### src/rtl/weight_sweep_sequencer_if.sv
// Sweep control, circuit-drive and weight-result signals of weight_sweep_sequencer.
// master = sequencer side, slave = circuit/consumer side.
interface weight_sweep_sequencer_if #(
   parameter int NUM_CONSTS  = 2,
   parameter int NUM_VARS    = 2,
   parameter int NUM_OUTPUTS = 2
);
   localparam int WW = NUM_CONSTS + 1;

   logic                        start;
   logic                        abort;
   logic [NUM_CONSTS-1:0]       const_inputs;
   logic [NUM_VARS-1:0]         var_inputs;
   logic [NUM_OUTPUTS-1:0]      dut_outputs;
   logic                        weight_valid;
   logic                        weight_ready;
   logic [NUM_VARS-1:0]         weight_var;
   logic [NUM_OUTPUTS*WW-1:0]   weight_data;
   logic                        busy;
   logic                        done;

   modport master (
      input  start, abort, dut_outputs, weight_ready,
      output const_inputs, var_inputs, weight_valid, weight_var, weight_data, busy, done
   );

   modport slave (
      output start, abort, dut_outputs, weight_ready,
      input  const_inputs, var_inputs, weight_valid, weight_var, weight_data, busy, done
   );
endinterface

### src/rtl/weight_sweep_sequencer.sv
// Exhaustive const/var sweep of a combinational circuit; one weight beat per var value,
// 2^NUM_CONSTS+1 cycles per beat with ready high. weight_ready low freezes the sweep in EMIT.
module weight_sweep_sequencer #(
   parameter int NUM_CONSTS  = 2,
   parameter int NUM_VARS    = 2,
   parameter int NUM_OUTPUTS = 2
) (
   input  logic                     clock,
   input  logic                     reset_n,
   weight_sweep_sequencer_if.master bus
);
   localparam int WW = NUM_CONSTS + 1;
   localparam logic [NUM_CONSTS-1:0] CONST_MAX = '1;
   localparam logic [NUM_VARS-1:0]   VAR_MAX   = '1;
   localparam logic [NUM_CONSTS-1:0] CONST_ONE = NUM_CONSTS'(1);
   localparam logic [NUM_VARS-1:0]   VAR_ONE   = NUM_VARS'(1);

   typedef enum logic [1:0] {
      ST_IDLE   = 2'd0,
      ST_SWEEP  = 2'd1,
      ST_EMIT   = 2'd2,
      ST_FINISH = 2'd3
   } state_e;

   // Reset asserts asynchronously but releases on a clock edge.
   logic [1:0] rst_sync_q;
   logic [1:0] rst_sync_d;
   logic       rst_n_int;

   always_comb begin
      rst_sync_d = {rst_sync_q[0], 1'b1};
   end

   always_ff @(posedge clock or negedge reset_n) begin
      if (!reset_n) begin
         rst_sync_q <= 2'b00;
      end else begin
         rst_sync_q <= rst_sync_d;
      end
   end

   assign rst_n_int = rst_sync_q[1];

   state_e                              state_q, state_d;
   logic [NUM_CONSTS-1:0]               const_q, const_d;
   logic [NUM_VARS-1:0]                 var_q, var_d;
   logic [NUM_OUTPUTS-1:0][WW-1:0]      acc_q, acc_d;

   always_comb begin
      state_d = state_q;
      const_d = const_q;
      var_d   = var_q;
      acc_d   = acc_q;

      case (state_q)
         ST_IDLE: begin
            const_d = '0;
            var_d   = '0;
            acc_d   = '0;
            if (bus.start) begin
               state_d = ST_SWEEP;
            end
         end

         ST_SWEEP: begin
            // Current registered const/var are on the circuit now; its output is this cycle's sample.
            for (int k = 0; k < NUM_OUTPUTS; k++) begin
               acc_d[k] = acc_q[k] + WW'(bus.dut_outputs[k]);
            end
            if (const_q != CONST_MAX) begin
               const_d = const_q + CONST_ONE;
            end else begin
               state_d = ST_EMIT;
            end
         end

         ST_EMIT: begin
            if (bus.weight_ready) begin
               if (var_q != VAR_MAX) begin
                  var_d   = var_q + VAR_ONE;
                  const_d = '0;
                  acc_d   = '0;
                  state_d = ST_SWEEP;
               end else begin
                  state_d = ST_FINISH;
               end
            end
         end

         ST_FINISH: begin
            const_d = '0;
            var_d   = '0;
            acc_d   = '0;
            state_d = ST_IDLE;
         end

         default: begin
            state_d = ST_IDLE;
         end
      endcase

      if (bus.abort) begin
         state_d = ST_IDLE;
         const_d = '0;
         var_d   = '0;
         acc_d   = '0;
      end
   end

   always_ff @(posedge clock or negedge rst_n_int) begin
      if (!rst_n_int) begin
         state_q <= ST_IDLE;
         const_q <= '0;
         var_q   <= '0;
         acc_q   <= '0;
      end else begin
         state_q <= state_d;
         const_q <= const_d;
         var_q   <= var_d;
         acc_q   <= acc_d;
      end
   end

   // Accumulators hold still in EMIT, so they double as the stable result payload.
   assign bus.const_inputs = const_q;
   assign bus.var_inputs   = var_q;
   assign bus.weight_var   = var_q;
   assign bus.weight_data  = acc_q;
   assign bus.weight_valid = (state_q == ST_EMIT);
   assign bus.busy         = (state_q == ST_SWEEP) || (state_q == ST_EMIT);
   assign bus.done         = (state_q == ST_FINISH);

endmodule

### src/flat_wrapper.sv
// flat-port wrapper written by rule: the top's interface ports become plain ports
module weight_sweep_sequencer_flat 
#(
   parameter int NUM_CONSTS  = 2,
   parameter int NUM_VARS    = 2,
   parameter int NUM_OUTPUTS = 2
)
  (clock, reset_n, bus_start, bus_abort, bus_dut_outputs, bus_weight_ready, bus_const_inputs, bus_var_inputs, bus_weight_valid, bus_weight_var, bus_weight_data, bus_busy, bus_done);
  weight_sweep_sequencer_if #(.NUM_CONSTS(NUM_CONSTS), .NUM_VARS(NUM_VARS), .NUM_OUTPUTS(NUM_OUTPUTS)) bus_i ();
  input  logic clock;
  input  logic reset_n;
  input wire logic [$bits(bus_i.start)-1:0] bus_start;
  input wire logic [$bits(bus_i.abort)-1:0] bus_abort;
  input wire logic [$bits(bus_i.dut_outputs)-1:0] bus_dut_outputs;
  input wire logic [$bits(bus_i.weight_ready)-1:0] bus_weight_ready;
  output wire logic [$bits(bus_i.const_inputs)-1:0] bus_const_inputs;
  output wire logic [$bits(bus_i.var_inputs)-1:0] bus_var_inputs;
  output wire logic [$bits(bus_i.weight_valid)-1:0] bus_weight_valid;
  output wire logic [$bits(bus_i.weight_var)-1:0] bus_weight_var;
  output wire logic [$bits(bus_i.weight_data)-1:0] bus_weight_data;
  output wire logic [$bits(bus_i.busy)-1:0] bus_busy;
  output wire logic [$bits(bus_i.done)-1:0] bus_done;
  assign bus_i.start = bus_start;
  assign bus_i.abort = bus_abort;
  assign bus_i.dut_outputs = bus_dut_outputs;
  assign bus_i.weight_ready = bus_weight_ready;
  assign bus_const_inputs = bus_i.const_inputs;
  assign bus_var_inputs = bus_i.var_inputs;
  assign bus_weight_valid = bus_i.weight_valid;
  assign bus_weight_var = bus_i.weight_var;
  assign bus_weight_data = bus_i.weight_data;
  assign bus_busy = bus_i.busy;
  assign bus_done = bus_i.done;
  weight_sweep_sequencer #(.NUM_CONSTS(NUM_CONSTS), .NUM_VARS(NUM_VARS), .NUM_OUTPUTS(NUM_OUTPUTS)) u_core (.clock(clock), .reset_n(reset_n), .bus(bus_i));
endmodule
### config.mk
export PLATFORM = sky130hd
export DESIGN_NAME = weight_sweep_sequencer_flat
export DESIGN_NICKNAME = d
export VERILOG_FILES = /design/src/rtl/weight_sweep_sequencer_if.sv /design/src/rtl/weight_sweep_sequencer.sv /design/src/flat_wrapper.sv
export SDC_FILE = /design/constraint.sdc
export NUM_CORES = 1
export LEC_CHECK = 0
export BUFFER_PORTS_ARGS = -buffer_cell sky130_fd_sc_hd__buf_2
export CAP_MARGIN = 20
export CORE_MARGIN = 2
export CORE_UTILIZATION = 28
export DETAILED_ROUTE_END_ITERATION = 8
export GPL_TIMING_DRIVEN = 0
export PLACE_DENSITY_LB_ADDON = 0.3
export REMOVE_ABC_BUFFERS = 1
export SLEW_MARGIN = 20
export SYNTH_ARGS = -nofsm -noshare
export SYNTH_HDL_FRONTEND = slang
export SYNTH_SLANG_ARGS = --single-unit
### constraint.sdc
create_clock -name clock -period 0.9 [get_ports clock]
set_input_delay 0 -clock clock [delete_from_list [all_inputs] [get_ports clock]]
set_output_delay 0 -clock clock [all_outputs]
set_load 0.01 [all_outputs]
==> impl_results.md, run 1 <==
- Peak VDD IR: about 1.3 mV
- WS Path Type: flop to flop
- Area share of the largest cell type after synthesis: 0.409
- Place WS: -0.767 ns
- Final hold violation count: 0
- CTS tree: yes
- Leak Pwr: 0.646 nW
- Port bufs: 21
- PD cells: 2280 mW/mm2
- # IOs: 22
- Async SR Flop Fraction: 1.00
- Half-perimeter wire length after placement: between 1000 and 1500 um
- Largest area contributor in the netlist: dfrtp_1
- Clk buf depth: 2
- WL final: roughly 2100 um
- Crit-path slowest cell: dfrtp_1
- DR iter-0 viols: 5
- Max Transition Viols Final: 0
- Worst Path Required: 1.09 ns
- Tot Pwr: 3.06 mW
- Global placement routability congestion: 0.685
- Crit path capture type: flop
- Clock skew: 0.00392 ns
- Util after Layout: 0.451
- Syn_area_per_cell: about 11 um2
- Cells along the critical path: buf_6, ha_4, nor2b_4, a211o_1, a211oi_2
- Die X: about 60 um
- Core area: 0.00298 mm2
- Root Driver: clkbuf_4
- Row count: 20
- Tot GR Track Use: 0.135
- Yosys Warn Count: 0
- Final Net Count: 135
- Largest net degree at the start of global routing: 13
- Post-DRT Antenna Nets: 0
- Initial antenna violation count: 0
- Post-place instance area: ~970 um2
- Num CTS Buffers: 3
- Post-Syn Area: 857 um2
- Hold WC Path Type: primary input to async pin
- First-pass GRT wire length: roughly 3500 um
- CP max FO: 4
- Total Neg Setup Slack: -6.34 ns
- Via count: about 700
- RSZ-0062 raised after global routing: true
- Max stage delay on crit path: 0.41 ns
- Final min period: 1.42 ns
- Status: finished with violations
- Sequential fraction of the synthesis area: 0.409
- Final setup violation count: 19
- Die Span Y: between 50 and 60 um
- Gate Count Post-Synth: 79
- Die footprint: 0.00352 mm2
- Clk Latency, worst-skew pair: about 0.28 ns
- Failing checks: negative setup slack
- Number of max-cap violations: 0
- Synth top area cells: dfrtp_1 41%, ha_1 15%, nor2b_1 3.6%, a32o_1 3.5%, nor2b_4 3.2%
- Final worst path period share: 1.58
- Drt first pass iters: 3
- H-tree Lvls: 1
- Fmax: 704 MHz
- Antenna diode count: 0
- Type of origin of the critical path: flop
- Drt wl/cell: approximately 14 um
- DR vias/cell: 4.77
- DRC viols: 0
- Yosys reg bits: 14
- Layout cell share with drive strength beyond 1: 0.581
- Total congestion overflow: 0
- Synth Flop Type: dfrtp_1
- Worst Setup Slack, final: -0.520 ns
- Initial core utilization: 0.288
- CTS Sinks: 14
- Cell variety after synth: 31
- Most frequent cell after synthesis: dfrtp_1
- Clock slew at reported path FFs: 0.08 ns
- Commonest cells in the netlist: 14 x dfrtp_1, 10 x ha_1, 5 x nor2b_1
- Fin area: about 0.0013 mm2
- Syn-to-layout area delta: 56.8%
- Worst EP arrival: 1.61 ns
- Number of flops mapped to enable cells by yosys: 0
- Vias in the first global route: 788
==> report_power, final <==
part           switching (mW)  internal, mW  total, mW
clock network           0.200         0.246      0.446
registers               0.104         0.728      0.832
logic                   0.752          1.03       1.79
total                    1.06          2.01       3.06
==> worst max-delay path: cells and delay by family (launching register included) <==
kind	cells	cell delay, ns
AOI/OAI and AO/OA	2	0.47
DFF	1	0.41
adders and majority gates	1	0.17
buffers and inverters	1	0.14
and+or+nand+nor	1	0.14
==> final cells by class <==
| type | count | area (um2) |
|---|---|---|
| fill | 265 | 1630 |
| inverter | 4 | 17.5 |
| timing repair buffer | 39 | 320 |
| tap | 33 | 41.3 |
| clock buffer | 4 | 36.3 |
| sequential | 14 | 353 |
| multi-input combinational | 56 | 576 |
==> layout by cell type, fill, tap and decap left out, types with 2 or more instances in the layout <==
cell type / synthesis / layout
nand3_1: 3 / 3
dfrtp_1: 14 / 12
o22ai_1: 2 / 2
nand2b_4: 1 / 2
nand2_1: 4 / 3
nor2b_1: 5 / 2
clkbuf_4: 0 / 3
nor2b_4: 2 / 4
ha_4: 0 / 4
ha_1: 10 / 3
buf_2: 2 / 14
ha_2: 0 / 3
a211oi_2: 1 / 2
mux2i_1: 2 / 2
a32o_1: 3 / 3
dfrtp_2: 0 / 2
o21ai_1: 0 / 3
buf_6: 1 / 16
nand2b_1: 4 / 3
buf_4: 2 / 8
inv_1: 4 / 2
==> layer usage <==
| layer | share of wire | global-route usage | up-vias |
|---|---|---|---|
| li1 | - | - | 354 |
| met1 | 0.39 | 0.149 | 343 |
| met2 | 0.55 | 0.253 | 16 |
| met3 | 0.049 | 0.0459 | 3 |
| met4 | 0.0067 | 0.0195 | 0 |
| met5 | 0 | 0 | - |
==> through the flow <==
stage,hold slack [ns],cells
3_3_place_gp,-0.215,128
2_1_floorplan,-0.296,74
4_1_cts,0.0119,148
5_1_grt,0.0156,150
6_report,0.0193,150
3_5_place_dp,-0.211,128
==> cell families (layout without fill, tap and decap cells) <==
kind of cell	Yosys count	after routing	share of synthesized area
AOI/OAI and AO/OA	18	18	0.168
adders and majority gates	10	10	0.146
buffers and inverters	9	47	0.0598
DFF	14	14	0.409
muxes	2	2	0.0234
other	1	1	0.00438
and+or+nand+nor	25	25	0.190
==> what timing repair did <==
action	CTS	global route
setup endpoints to repair	15	20
hold buffers	1	0
gates resized for setup	43	9
pin swaps	8	2
buffers inserted	15	4
endpoints found under the hold margin	2	0
==> worst paths after layout <==
path                                           start                          to  slack (ns)  cells after the start
min in group clock                         bus_abort           u_core.state_q[0]        0.06                      2
worst max register to register     u_core.state_q[0]           u_core.state_q[0]       -0.52                      5
worst min register to register  u_core.rst_sync_q[1]  u_core.bus.const_inputs[1]        0.20                      0
worst max-delay path               u_core.state_q[0]           u_core.state_q[0]       -0.52                      5
max in group asynchronous       u_core.rst_sync_q[1]           u_core.state_q[1]        0.33                      0
worst min-delay path                         reset_n        u_core.rst_sync_q[0]        0.02                      2
==> flip-flops by register name (all words and copies together) (netlist names) <==
| name | count |
|---|---|
| u_core.state_q | 2 |
| u_core.bus.var_inputs | 2 |
| u_core.bus.const_inputs | 2 |
| u_core.rst_sync_q | 2 |
| u_core.bus.weight_data | 6 |
Power figures use the tool's default switching activity.
==> run 2, diff against run 1 <==
- REMOVE_ABC_BUFFERS: 1 -> not set
==> impl_results.md, run 2 (synthesized netlist as in run 1, its figures left out) <==
- Port bufs: 21 (unchanged)
- Total congestion overflow: 0 (unchanged)
- Hold slack: 0.0301 ns (+0.0108 ns)
- RSZ-0062 raised after global routing: true
- Worst r2r src: u_core.state_q[1]
- Total Neg Setup Slack: -6.32 ns (+0.0235 ns)
- Worst Setup Slack, final: -0.510 ns (+0.00980 ns)
- Type of origin of the critical path: flop
- Rel. slew slack: 0.647
- Area occupied by multi-input gates: 551 um2 (-4.3%)
- Failing checks: negative setup slack
- Fmax: 709 MHz (+0.70%)
- Place WS: -0.609 ns (+0.158 ns)
- CP max FO: 5 (+1)
- Final setup violation count: 19 (unchanged)
- Half-perimeter wire length after placement: 1350 um (+2.1%)
- Clock slew at reported path FFs: 0.08 ns (about the same)
- # IOs: 22 (unchanged)
- Most frequent cells in the layout: 16 x buf_2, 13 x buf_6, 13 x dfrtp_1
- Largest net degree at the start of global routing: 13 (unchanged)
- Most common cell after layout, fill and taps aside: buf_2
- Final min period: 1.41 ns (-0.00980 ns)
- Antenna diode count: 0 (unchanged)
- Clk Latency, worst-skew pair: 0.27 ns (about the same)
- Final worst path period share: 1.57 (-0.0109)
- Drt wl/cell: 12.8 um (-7.7%)
- Tot GR Track Use: 0.118 (-0.0169)
- Core area: 0.00298 mm2 (unchanged)
- Via count: 753 (+5.2%)
- CTS Sinks: 14 (unchanged)
- DR iter-0 viols: 20 (+15)
- WS Path Type: flop to flop
- Root Driver: clkbuf_4
- PD cells: 2150 mW/mm2 (-5.8%)
- Initial antenna violation count: 0 (unchanged)
- Vias in the first global route: 717 (-9.0%)
- Max reg flops: 6 (unchanged)
- Worst Path Required: 1.06 ns (-0.03 ns)
- First-pass GRT wire length: 3160 um (-9.7%)
- Num CTS Buffers: 3 (unchanged)
- Mapped Nets: 96
- Crit path from: u_core.state_q[1]
- Clk buf depth: 2 (unchanged)
- Crit path capture type: flop
- Row count: 20 (unchanged)
- Layout Cells excl Fill: 150 (unchanged)
- Clock skew: 0.00781 ns (+0.00390 ns)
- Storage cell area: 352 um2 (-0.35%)
- Least-Margin Pin Slew: ~0.53 ns
- DRC viols: 0 (unchanged)
- Post-DRT Antenna Nets: 0 (unchanged)
- Initial core utilization: 0.288 (unchanged)
- Peak VDD IR: 1.31 mV (+1.7%)
- Global placement routability congestion: 0.753 (+10%)
- Number of max-cap violations: 0 (unchanged)
- CTS tree: yes
- Tot Pwr: 2.78 mW (-9.2%)
- Fill cells: 295 (+11%)
- Hold WC Path Type: primary input to async pin
- DR vias/cell: 5.02 (+5.2%)
- Syn-to-layout area delta: 51.1%
- Final Net Count: 136 (+0.74%)
- Leak Pwr: 0.648 nW (+0.34%)
- Final hold violation count: 0 (unchanged)
- Status: finished with violations
- Die X: 59.3 um (unchanged)
- H-tree Lvls: 1 (unchanged)
- Placed Cells: 133 (+3.9%)
- Drt first pass iters: 3 (unchanged)
- WL final: 1930 um (-7.7%)
- Worst EP arrival: 1.57 ns (-0.04 ns)
- Max Transition Viols Final: 0 (unchanged)
- Die footprint: 0.00352 mm2 (unchanged)
- Layout cell share with drive strength beyond 1: 0.556 (-0.0256)
- Die Span Y: 59.3 um (unchanged)
==> run 2: final timing paths <==
path                                                   end  slack, ns  depth (start not counted)
worst max register to register  u_core.bus.const_inputs[1]      -0.51                          5
worst min register to register           u_core.state_q[1]       0.21                          0
max in group asynchronous                u_core.state_q[0]       0.30                          0
worst min-delay path                  u_core.rst_sync_q[0]       0.03                          2
worst max-delay path            u_core.bus.const_inputs[1]      -0.51                          5
min in group clock               u_core.bus.weight_data[3]       0.05                          4
==> run 2: report_power, final <==
| group | internal (mW) | total [mW] | switching [mW] |
|---|---|---|---|
| logic | 0.938 | 1.60 | 0.663 |
| clock network | 0.155 | 0.342 | 0.187 |
| registers | 0.726 | 0.840 | 0.114 |
==> run 2: area by class of cell <==
type                       count  area share
inverter                       4      0.0135
timing repair buffer          37       0.217
multi-input combinational     56       0.425
sequential                    14       0.271
clock buffer                   3      0.0174
buffer                         3      0.0232
tap                           33      0.0319
==> run 2: critical path, stage by stage (launching register included) <==
cell and delay [ns]:
dfrtp_1 0.41, buf_6 0.14, ha_4 0.17, nor2b_4 0.14
a22o_1 0.23, a32o_1 0.20
==> run 2: metal layers <==
metal,global-route usage,wire (um)
met5,0,0
met4,0.00974,0
met1,0.148,835
met3,0.0393,103
met2,0.206,986
==> run 2: what timing repair did <==
item | CTS | global route
pin swaps | 4 | 4
setup endpoints to repair | 17 | 20
hold endpoints to repair | 2 | 0
gates resized for setup | 9 | 12
buffers inserted | 12 | 3
hold buffers | 1 | 0
==> run 2: through the flow <==
stage	util	instance area [um2]
floorplan	-	931
global placement	0.362	1080
detailed placement	0.362	1080
CTS	0.415	1240
global route	0.435	1290
finish	0.435	1290
==> run 3, diff against run 2 <==
- PLACE_DENSITY: not set -> 0.45
- PLACE_DENSITY_LB_ADDON: 0.3 -> not set
==> impl_results.md, run 3 (synthesized netlist as in run 1, its figures left out) <==
- Failing checks: negative setup slack
- Clock skew: 0.00437 ns (-0.00344 ns)
- Fin area: 0.00129 mm2 (-0.48%)
- Type of origin of the critical path: flop
- Max reg flops: 6 (unchanged)
- Worst Setup Slack, final: -0.503 ns (+0.00732 ns)
- DR iter-0 viols: 11 (-45%)
- Number of max-cap violations: 0 (unchanged)
- WL final: 1840 um (-4.6%)
- Switching portion of total power: 0.350 (+0.00335)
- Fmax: 713 MHz (+0.52%)
- Final worst path period share: 1.56 (-0.00813)
- Die footprint: 0.00352 mm2 (unchanged)
- # IOs: 22 (unchanged)
- Worst EP arrival: 1.57 ns (about the same)
- Tot Pwr: 2.73 mW (-1.9%)
- Final Net Count: 134 (-1.5%)
- Drt wl/cell: 12.4 um (-3.3%)
- Most common cell after layout, fill and taps aside: buf_2
- CTS Sinks: 14 (unchanged)
- Largest net degree at the start of global routing: 13 (unchanged)
- Clock power share: 0.128 (+0.005)
- Die X: 59.3 um (unchanged)
- Clk Latency, worst-skew pair: 0.28 ns (about the same)
- Port bufs: 21 (unchanged)
- Final hold violation count: 0 (unchanged)
- Logic pwr share: 0.570 (-0.005)
- Total Neg Setup Slack: -6.50 ns (-0.183 ns)
- Max Transition Viols Final: 0 (unchanged)
- Initial antenna violation count: 0 (unchanged)
- Worst r2r src: u_core.state_q[1]
- Layout Cells excl Fill: 148 (-1.3%)
- Final setup violation count: 19 (unchanged)
- CP max FO: 5 (unchanged)
- Drt first pass iters: 2 (-1)
- Antenna diode count: 0 (unchanged)
- Die Span Y: 59.3 um (unchanged)
- Crit path from: u_core.state_q[1]
- Fill cells: 293 (-0.68%)
- PD cells: 2120 mW/mm2 (-1.5%)
- Rel. slew slack: 0.648 (about the same)
- Worst Path Required: 1.07 ns (about the same)
- Area occupied by multi-input gates: 569 um2 (+3.4%)
- Internal power: 1.77 mW (-2.4%)
- Root Driver: clkbuf_4
- Post-place instance area: 0.00108 mm2 (unchanged)
- Mapped Nets: 96 (unchanged)
- Net Switching: 0.954 mW (-0.99%)
- Status: finished with violations
- CTS tree: yes
- Hold slack: 0.0259 ns (-0.00418 ns)
- Global placement routability congestion: 0.697 (-7.5%)
- Vias in the first global route: 696 (-2.9%)
- Syn-to-layout area delta: 50.4%
- Half-perimeter wire length after placement: 1340 um (-0.79%)
- DRC viols: 0 (unchanged)
- Hold WC Path Type: primary input to async pin
- H-tree Lvls: 1 (unchanged)
- Layout cell share with drive strength beyond 1: 0.548 (-0.00773)
- Crit path capture type: flop
- Total congestion overflow: 0 (unchanged)
- Place WS: -0.616 ns (-0.00631 ns)
- Most frequent cells in the layout: 16 x buf_2, 13 x dfrtp_1, 11 x buf_6
- First-pass GRT wire length: 3120 um (-1.3%)
- Leak Pwr: 0.633 nW (-2.3%)
- Tot GR Track Use: 0.121 (+0.00272)
- WS Path Type: flop to flop
- Clk buf depth: 2 (unchanged)
- Post-DRT Antenna Nets: 0 (unchanged)
- RSZ-0062 raised after global routing: true
- Placed Cells: 133 (unchanged)
- Via count: 706 (-6.2%)
- DR vias/cell: 4.77 (-5.0%)
- Storage cell area: 352 um2 (unchanged)
- Initial core utilization: 0.288 (unchanged)
- Clock slew at reported path FFs: 0.08 ns (about the same)
- Final min period: 1.40 ns (-0.00732 ns)
- Row count: 20 (unchanged)
- Util after Layout: 0.433 (-0.00210)
- Peak VDD IR: 1.28 mV (-2.3%)
- Core area: 0.00298 mm2 (unchanged)
- Sequential Power Share: 0.302 (about the same)
- Least-Margin Pin Slew: 0.528 ns (-0.000955 ns)
- Num CTS Buffers: 3 (unchanged)
-- run 3: final timing paths --
path,slack [ns],end,cells after the start
worst max-delay path,-0.50,u_core.bus.const_inputs[1],5
worst min-delay path,0.03,u_core.rst_sync_q[0],2
worst max register to register,-0.50,u_core.bus.const_inputs[1],5
worst min register to register,0.21,u_core.state_q[0],0
max in group asynchronous,0.31,u_core.bus.const_inputs[0],0
min in group clock,0.05,u_core.bus.weight_data[4],4
-- run 3: repair_timing --
| item | in CTS | in global routing |
|---|---|---|
| cloned | 0 | 0 |
| buffers inserted | 9 | 3 |
| gates resized for setup | 12 | 6 |
| pin swaps | 6 | 3 |
| setup endpoints to repair | 17 | 20 |
| hold endpoints to repair | 2 | 0 |
| hold buffers | 1 | 0 |
-- run 3: worst max-delay path, stage by stage, from the launching register on --
cell	delay, ns
dfrtp_1	0.42
buf_6	0.14
ha_4	0.17
nor2b_4	0.14
a22o_1	0.22
a32o_1	0.20
-- run 3: routing by layer --
metal | up-vias | wire length [um] | track usage
met1 | 338 | 795 | 0.145
met3 | 2 | 100 | 0.0393
met2 | 16 | 924 | 0.204
met4 | 0 | 17 | 0.0390
met5 | - | 0 | 0
li1 | 350 | - | -
-- run 3: power by group through the flow --
| stage | registers (mW) | logic [mW] | clock network [mW] |
|---|---|---|---|
| final | 0.824 | 1.55 | 0.350 |
| after global routing | 0.846 | 1.69 | 0.411 |
| after CTS | 0.819 | 1.45 | 0.379 |
| after detailed placement | 0.862 | 1.10 | 0 |
| after global placement | 0.861 | 1.10 | 0 |
| after floorplan | 0.872 | 0.819 | 0 |
-- run 3: cell type report --
class | instances | area share
clock buffers | 3 | 0.0175
repair buffers | 34 | 0.195
multi-input cells | 56 | 0.442
inverters | 4 | 0.0117
flip-flops and latches | 14 | 0.273
plain buffers | 4 | 0.0291
well taps | 33 | 0.0320
